**config.mk**
```make
export PLATFORM = sky130hd
export DESIGN_NAME = lvg_drain_flat
export DESIGN_NICKNAME = d
export VERILOG_FILES = /design/src/rtl/lvg_drain_if.sv /design/src/rtl/lvg_drain.sv /design/src/flat_wrapper.sv
export SDC_FILE = /design/constraint.sdc
export NUM_CORES = 1
export LEC_CHECK = 0
export CAP_MARGIN = 0
export CORE_AREA = 2 2 219 221
export DETAILED_ROUTE_END_ITERATION = 10
export DIE_AREA = 0 0 221 223
export DONT_BUFFER_PORTS = 1
export PLACE_DENSITY_LB_ADDON = 0.3
export SYNTH_ARGS = -nofsm -noshare
export SYNTH_HDL_FRONTEND = slang
export SYNTH_SLANG_ARGS = --single-unit
```
**constraint.sdc**
```tcl
create_clock -name clk -period 1.77 [get_ports clk]
set_input_delay 0.2655 -clock clk [delete_from_list [all_inputs] [get_ports clk]]
set_output_delay 0.2655 -clock clk [all_outputs]
set_load 0.01 [all_outputs]
```
**src/rtl/lvg_drain_if.sv**
```systemverilog
// Result-stream interface between lvg_drain and its consumer (DMA, host FIFO, UART bridge).
// Valid/ready: a beat moves on a clock edge where out_valid && out_ready; once raised, out_valid and the payload
// (out_data, out_row, out_col, out_last) hold unchanged until that transfer happens.
interface lvg_drain_if #(
    parameter int DATA_W = 32,
    parameter int N      = 4
);
    localparam int RC_W = (N > 1) ? $clog2(N) : 1;

    logic [DATA_W-1:0] out_data;
    logic              out_valid;
    logic              out_ready;
    logic              out_last;
    logic [RC_W-1:0]   out_row;
    logic [RC_W-1:0]   out_col;

    modport master (
        output out_data, out_valid, out_last, out_row, out_col,
        input  out_ready
    );

    modport slave (
        input  out_data, out_valid, out_last, out_row, out_col,
        output out_ready
    );
endinterface

```
**src/rtl/lvg_drain.sv**
```systemverilog
// lvg_drain: snapshots the lvg engine's N*N result matrix and streams it out one word per beat.
// Define LVG_DRAIN_COL_MAJOR_EN for column-major beat order; default build streams row-major.
module lvg_drain #(
    parameter  int DATA_W = 32,
    parameter  int N      = 4,
    localparam int CNT    = N * N,
    localparam int IDX_W  = (CNT > 1) ? $clog2(CNT) : 1
) (
    input  logic                  clk,
    input  logic                  rst,
    input  logic                  capture,
    input  logic [CNT*DATA_W-1:0] res_flat,
    lvg_drain_if.master           o,
    output logic                  busy,
    output logic                  overrun,
    output logic                  dbg_state,
    output logic [IDX_W-1:0]      dbg_idx
);
    localparam int              RC_W     = (N > 1) ? $clog2(N) : 1;
    localparam logic [IDX_W-1:0] LAST_IDX = IDX_W'(CNT - 1);
    localparam logic [IDX_W-1:0] N_IDX    = IDX_W'(N);

    typedef enum logic {
        IDLE   = 1'b0,
        STREAM = 1'b1
    } state_t;

    state_t            state_q, state_d;
    logic [IDX_W-1:0]  idx_q, idx_d;
    logic [DATA_W-1:0] buf_q [CNT];
    logic [DATA_W-1:0] buf_d [CNT];
    logic              overrun_q, overrun_d;

    logic              streaming;
    logic              fire;
    logic              load;
    logic [RC_W-1:0]   row_w;
    logic [RC_W-1:0]   col_w;
    logic [IDX_W-1:0]  elem_w;

    // Beat index -> element position; the buffer stays in res_flat (row-major) order in both builds.
    always_comb begin
        row_w = '0;
        col_w = '0;
`ifdef LVG_DRAIN_COL_MAJOR_EN
        row_w = RC_W'(idx_q % N_IDX);
        col_w = RC_W'(idx_q / N_IDX);
`else
        row_w = RC_W'(idx_q / N_IDX);
        col_w = RC_W'(idx_q % N_IDX);
`endif
        elem_w = IDX_W'(row_w) * N_IDX + IDX_W'(col_w);
    end

    // Outputs decode registered state only, so nothing combinational leaks from out_ready or capture.
    always_comb begin
        streaming   = (state_q == STREAM);
        o.out_valid = streaming;
        o.out_data  = '0;
        o.out_row   = '0;
        o.out_col   = '0;
        o.out_last  = 1'b0;
        if (streaming) begin
            o.out_data = buf_q[elem_w];
            o.out_row  = row_w;
            o.out_col  = col_w;
            o.out_last = (idx_q == LAST_IDX);
        end
        busy      = streaming;
        overrun   = overrun_q;
        dbg_state = (state_q == STREAM);
        dbg_idx   = idx_q;
    end

    always_comb begin
        state_d   = state_q;
        idx_d     = idx_q;
        buf_d     = buf_q;
        overrun_d = overrun_q;
        load      = 1'b0;
        fire      = streaming && o.out_ready;

        case (state_q)
            IDLE: begin
                if (capture) begin
                    load    = 1'b1;
                    idx_d   = '0;
                    state_d = STREAM;
                end
            end
            STREAM: begin
                if (fire && (idx_q == LAST_IDX)) begin
                    // A capture landing on the final transfer chains the next matrix with no bubble.
                    idx_d = '0;
                    if (capture) begin
                        load = 1'b1;
                    end else begin
                        state_d = IDLE;
                    end
                end else begin
                    if (fire) begin
                        idx_d = idx_q + 1'b1;
                    end
                    if (capture) begin
                        overrun_d = 1'b1;
                    end
                end
            end
            default: begin
                state_d = IDLE;
                idx_d   = '0;
            end
        endcase

        if (load) begin
            for (int k = 0; k < CNT; k++) begin
                buf_d[k] = res_flat[k*DATA_W +: DATA_W];
            end
        end
    end

    always_ff @(posedge clk) begin
        if (rst) begin
            state_q   <= IDLE;
            idx_q     <= '0;
            overrun_q <= 1'b0;
            for (int k = 0; k < CNT; k++) begin
                buf_q[k] <= '0;
            end
        end else begin
            state_q   <= state_d;
            idx_q     <= idx_d;
            overrun_q <= overrun_d;
            buf_q     <= buf_d;
        end
    end
endmodule

```
**src/flat_wrapper.sv**
```systemverilog
// flat-port wrapper written by rule: the top's interface ports become plain ports
module lvg_drain_flat 
#(
    parameter  int DATA_W = 32,
    parameter  int N      = 4,
    localparam int CNT    = N * N,
    localparam int IDX_W  = (CNT > 1) ? $clog2(CNT) : 1
)
  (clk, rst, capture, res_flat, busy, overrun, dbg_state, dbg_idx, o_out_data, o_out_valid, o_out_last, o_out_row, o_out_col, o_out_ready);
  lvg_drain_if #(.DATA_W(DATA_W), .N(N)) o_i ();
  input  logic clk;
  input  logic rst;
  input  logic capture;
  input  logic [CNT*DATA_W-1:0] res_flat;
  output logic busy;
  output logic overrun;
  output logic dbg_state;
  output logic [IDX_W-1:0] dbg_idx;
  output wire logic [$bits(o_i.out_data)-1:0] o_out_data;
  output wire logic [$bits(o_i.out_valid)-1:0] o_out_valid;
  output wire logic [$bits(o_i.out_last)-1:0] o_out_last;
  output wire logic [$bits(o_i.out_row)-1:0] o_out_row;
  output wire logic [$bits(o_i.out_col)-1:0] o_out_col;
  input wire logic [$bits(o_i.out_ready)-1:0] o_out_ready;
  assign o_out_data = o_i.out_data;
  assign o_out_valid = o_i.out_valid;
  assign o_out_last = o_i.out_last;
  assign o_out_row = o_i.out_row;
  assign o_out_col = o_i.out_col;
  assign o_i.out_ready = o_out_ready;
  lvg_drain #(.DATA_W(DATA_W), .N(N)) u_core (.clk(clk), .rst(rst), .capture(capture), .res_flat(res_flat), .o(o_i), .busy(busy), .overrun(overrun), .dbg_state(dbg_state), .dbg_idx(dbg_idx));
endmodule
```
==> results.ini <==
[timing]
whs_ns = -0.268
max_freq_mhz = 354
final-setup-viol-count = 553
period_share = 1.60
drv_slew = 272
finClkSkew_ns = 0.0346
hold_viol_final = 103
relSlewSlack = -0.514
max_slew.worst_pin.slew_ns = 2.27
rsz0062_at_grt = true
period_minus_slack_ns = 2.83
fin_ws_ns = -1.06

[floorplanning]
core_mm2 = 0.0471
rows = 80
die_y_um = 223
start_util = 0.469
ios = 561
die_w_um = 221
fp.dieArea_mm2 = 0.0493

[synth]
yosysMostFrequentCell = nand2_1
syn-num-nets = 3156
synth_top_family_by_area = simple AND/OR/NAND/NOR gates
yosys.area_share.simple = 0.188
synth_mux_area_frac = 0.125
synthCells = 2639
yosys-top-cells-count = nand2_1 (1059), dfxtp_1 (518), a21oi_1 (514)
ys_seq_elements = 518
synth_area_mm2 = 0.0221
synth_top_area_cell = dfxtp_1
yosysWarnings = 0
synth_area_leaders = dfxtp_1 (47%), nand2_1 (18%), a21oi_1 (12%)
synthArstFlopShare = 0
ys.flop_type = dfxtp_1
synth-compound-area-share = 0.153
synth-edff-count = 0
synth_xor_xnor_area_share = 0
ys_types = 32
avgSynthCellArea_um2 = 8.38
synth-seq-area-share = 0.469
netlist.area_leader.share = 0.469
synthAdderAreaFrac = 0.000566

[critical_path]
critical_path_peak_fanout = 7
critPathCaptureType = output pin
startpoint_type = flop
critPathRequiredTime_ns = 1.50
path_class = flop to output pin
crit_arrival_ns = 2.56

[placement]
place_congestion = 0.949
placed_cell_area_mm2 = 0.0235
io_buffers = 0
hpwl_mm = 60.7
place_inst = 3226

[pwr]
power_frac_clock = 0.411
switchingPower_w = 0.00780
p_sw_frac = 0.267
ir_drop_mv = 0.965
combPwrFrac = 0.151
power.leakage_nw = 11.9
power_density_mw_per_mm2 = 911
seq_power_share = 0.438
intPower_w = 0.0214

[global_route]
grt_max_degree = 519
grt_pass1_vias = 21800
grt_usage = 0.354
grt_overflow_total = 0
grt_pass1_wl_mm = 133
grt_antenna_before_repair = 20

[route]
drt-initial-drc-count = 2930
drc = 0
final_antenna_net_count = 0
viasPerCell = 6.13
dr.pass1.iters = 8
wl_per_cell_um = 26.0
routed_wl_mm = 99.9
vias = 23600

[layout]
num-fill-cells = 3238
final_layout_size_suffix_gt1_frac = 0.201
fin_cells = 3849
area_growth_pct = 45.0
stdcell_area_mm2 = 0.0321
nets = 3680

[clock_tree]
cts_sinks = 518
clock_latency_ns = 0.63
cts.clk_slew.worst_paths_ns = 0.07
clockBufferDepth = 3
cts_tree = done
htree_levels = 2
cts_made_buffers = 54
cts_root_buf = clkbuf_16

[worst_hold_path]
hp-class = input pin to flop

[status]
status = complete, but fails checks
violations = hold timing, slew limit, setup timing

[flow_run]
cap_violations = 0

==> worst paths after layout <==
check | startpoint | endpoint | slack (ns) | depth (start not counted)
hold reg to reg | u_core.buf_q[443] | u_core.buf_q[443] | 0.45 | 2
setup / recovery | u_core.dbg_idx[0] | o_out_data[25] | -1.06 | 6
hold / removal | rst | u_core.buf_q[415] | -0.27 | 1
setup reg to reg | u_core.dbg_idx[0] | u_core.buf_q[307] | -0.72 | 11
==> cells by family (layout without fill, tap and decap cells) <==
| family | count (synthesis) | in the layout |
|---|---|---|
| compound gates | 626 | 626 |
| fa+ha+maj | 1 | 1 |
| buf+inv | 227 | 796 |
| flops | 518 | 518 |
| mux | 177 | 177 |
| other cells | 0 | 26 |
| simple gates | 1090 | 1090 |
==> state kept, by name, summed over array words and instances, names as in the netlist <==
register and flops:
u_core.buf_q 512, u_core.busy 1, u_core.dbg_idx 4, u_core.overrun 1
==> routing by layer <==
metal,wire [µm],vias up,GRT usage
met5,0,-,0
met1,36900,11100,0.445
met3,10700,583,0.0766
met2,44300,1907,0.558
met4,7980,0,0.220
li1,-,9981,-
==> stage by stage <==
stage / hold WS, ns / setup slack, ns / TNS [ns] / total power (W) / utilization
5_1_grt: -0.277 / -1.11 / -296.40 / 0.0299 / 0.680
2_1_floorplan: 0.383 / 0.00220 / 0 / 0.0148 / -
3_5_place_dp: 0.379 / -0.597 / -133.66 / 0.0156 / 0.499
4_1_cts: -0.265 / -0.999 / -311.80 / 0.0284 / 0.635
3_3_place_gp: 0.376 / -0.634 / -118.85 / 0.0155 / 0.499
6_report: -0.268 / -1.06 / -294.86 / 0.0292 / 0.680
==> power groups by stage <==
| stage | logic (W) | registers (W) | clock network, W |
|---|---|---|---|
| 2_1_floorplan | 0.00200 | 0.0128 | 0 |
| 3_3_place_gp | 0.00260 | 0.0129 | 0 |
| 3_5_place_dp | 0.00267 | 0.0130 | 0 |
| 4_1_cts | 0.00368 | 0.0127 | 0.0120 |
| 5_1_grt | 0.00460 | 0.0128 | 0.0125 |
| 6_report | 0.00441 | 0.0128 | 0.0120 |
==> critical path: stages (launching register included) <==
cell and delay, ns:
dfxtp_4 0.44, buf_12 0.16, buf_12 0.14, buf_12 0.13
mux4_2 0.50, o211ai_1 0.37, nand2_2 0.18
==> area by class of cell <==
class / count / area [µm²] / area share
Clock inverter: 24 / 254 / 0.00792
Clock buffer: 77 / 1590 / 0.0496
Multi-Input combinational cell: 1894 / 11300 / 0.351
Tap cell: 615 / 769 / 0.0240
Antenna cell: 26 / 65.1 / 0.00203
Sequential cell: 518 / 10400 / 0.324
Inverter: 2 / 11.3 / 0.000351
Timing Repair Buffer: 693 / 7740 / 0.241
==> layout by cell type (no fill, tap or decap), types with 43 or more instances in the layout <==
cell | netlist | final
mux2i_1 | 97 | 73
buf_4 | 37 | 147
mux4_2 | 80 | 80
clkbuf_16 | 0 | 69
dfxtp_1 | 518 | 514
buf_12 | 0 | 43
a21oi_1 | 514 | 473
buf_6 | 44 | 43
dlygate4sd3_1 | 0 | 415
a22oi_2 | 0 | 53
nand2_1 | 1059 | 1018
==> timing repair <==
| item | 4_1_cts | 5_1_grt |
|---|---|---|
| endpoints found under the setup margin | 552 | 557 |
| pin swaps | 40 | 39 |
| buffers inserted | 40 | 28 |
| resized for setup | 186 | 140 |
| gates cloned | 14 | 13 |
| endpoints found under the hold margin | 518 | 518 |
| hold buffers | 305 | 110 |
No activity file was read; power rests on OpenSTA's default activity.
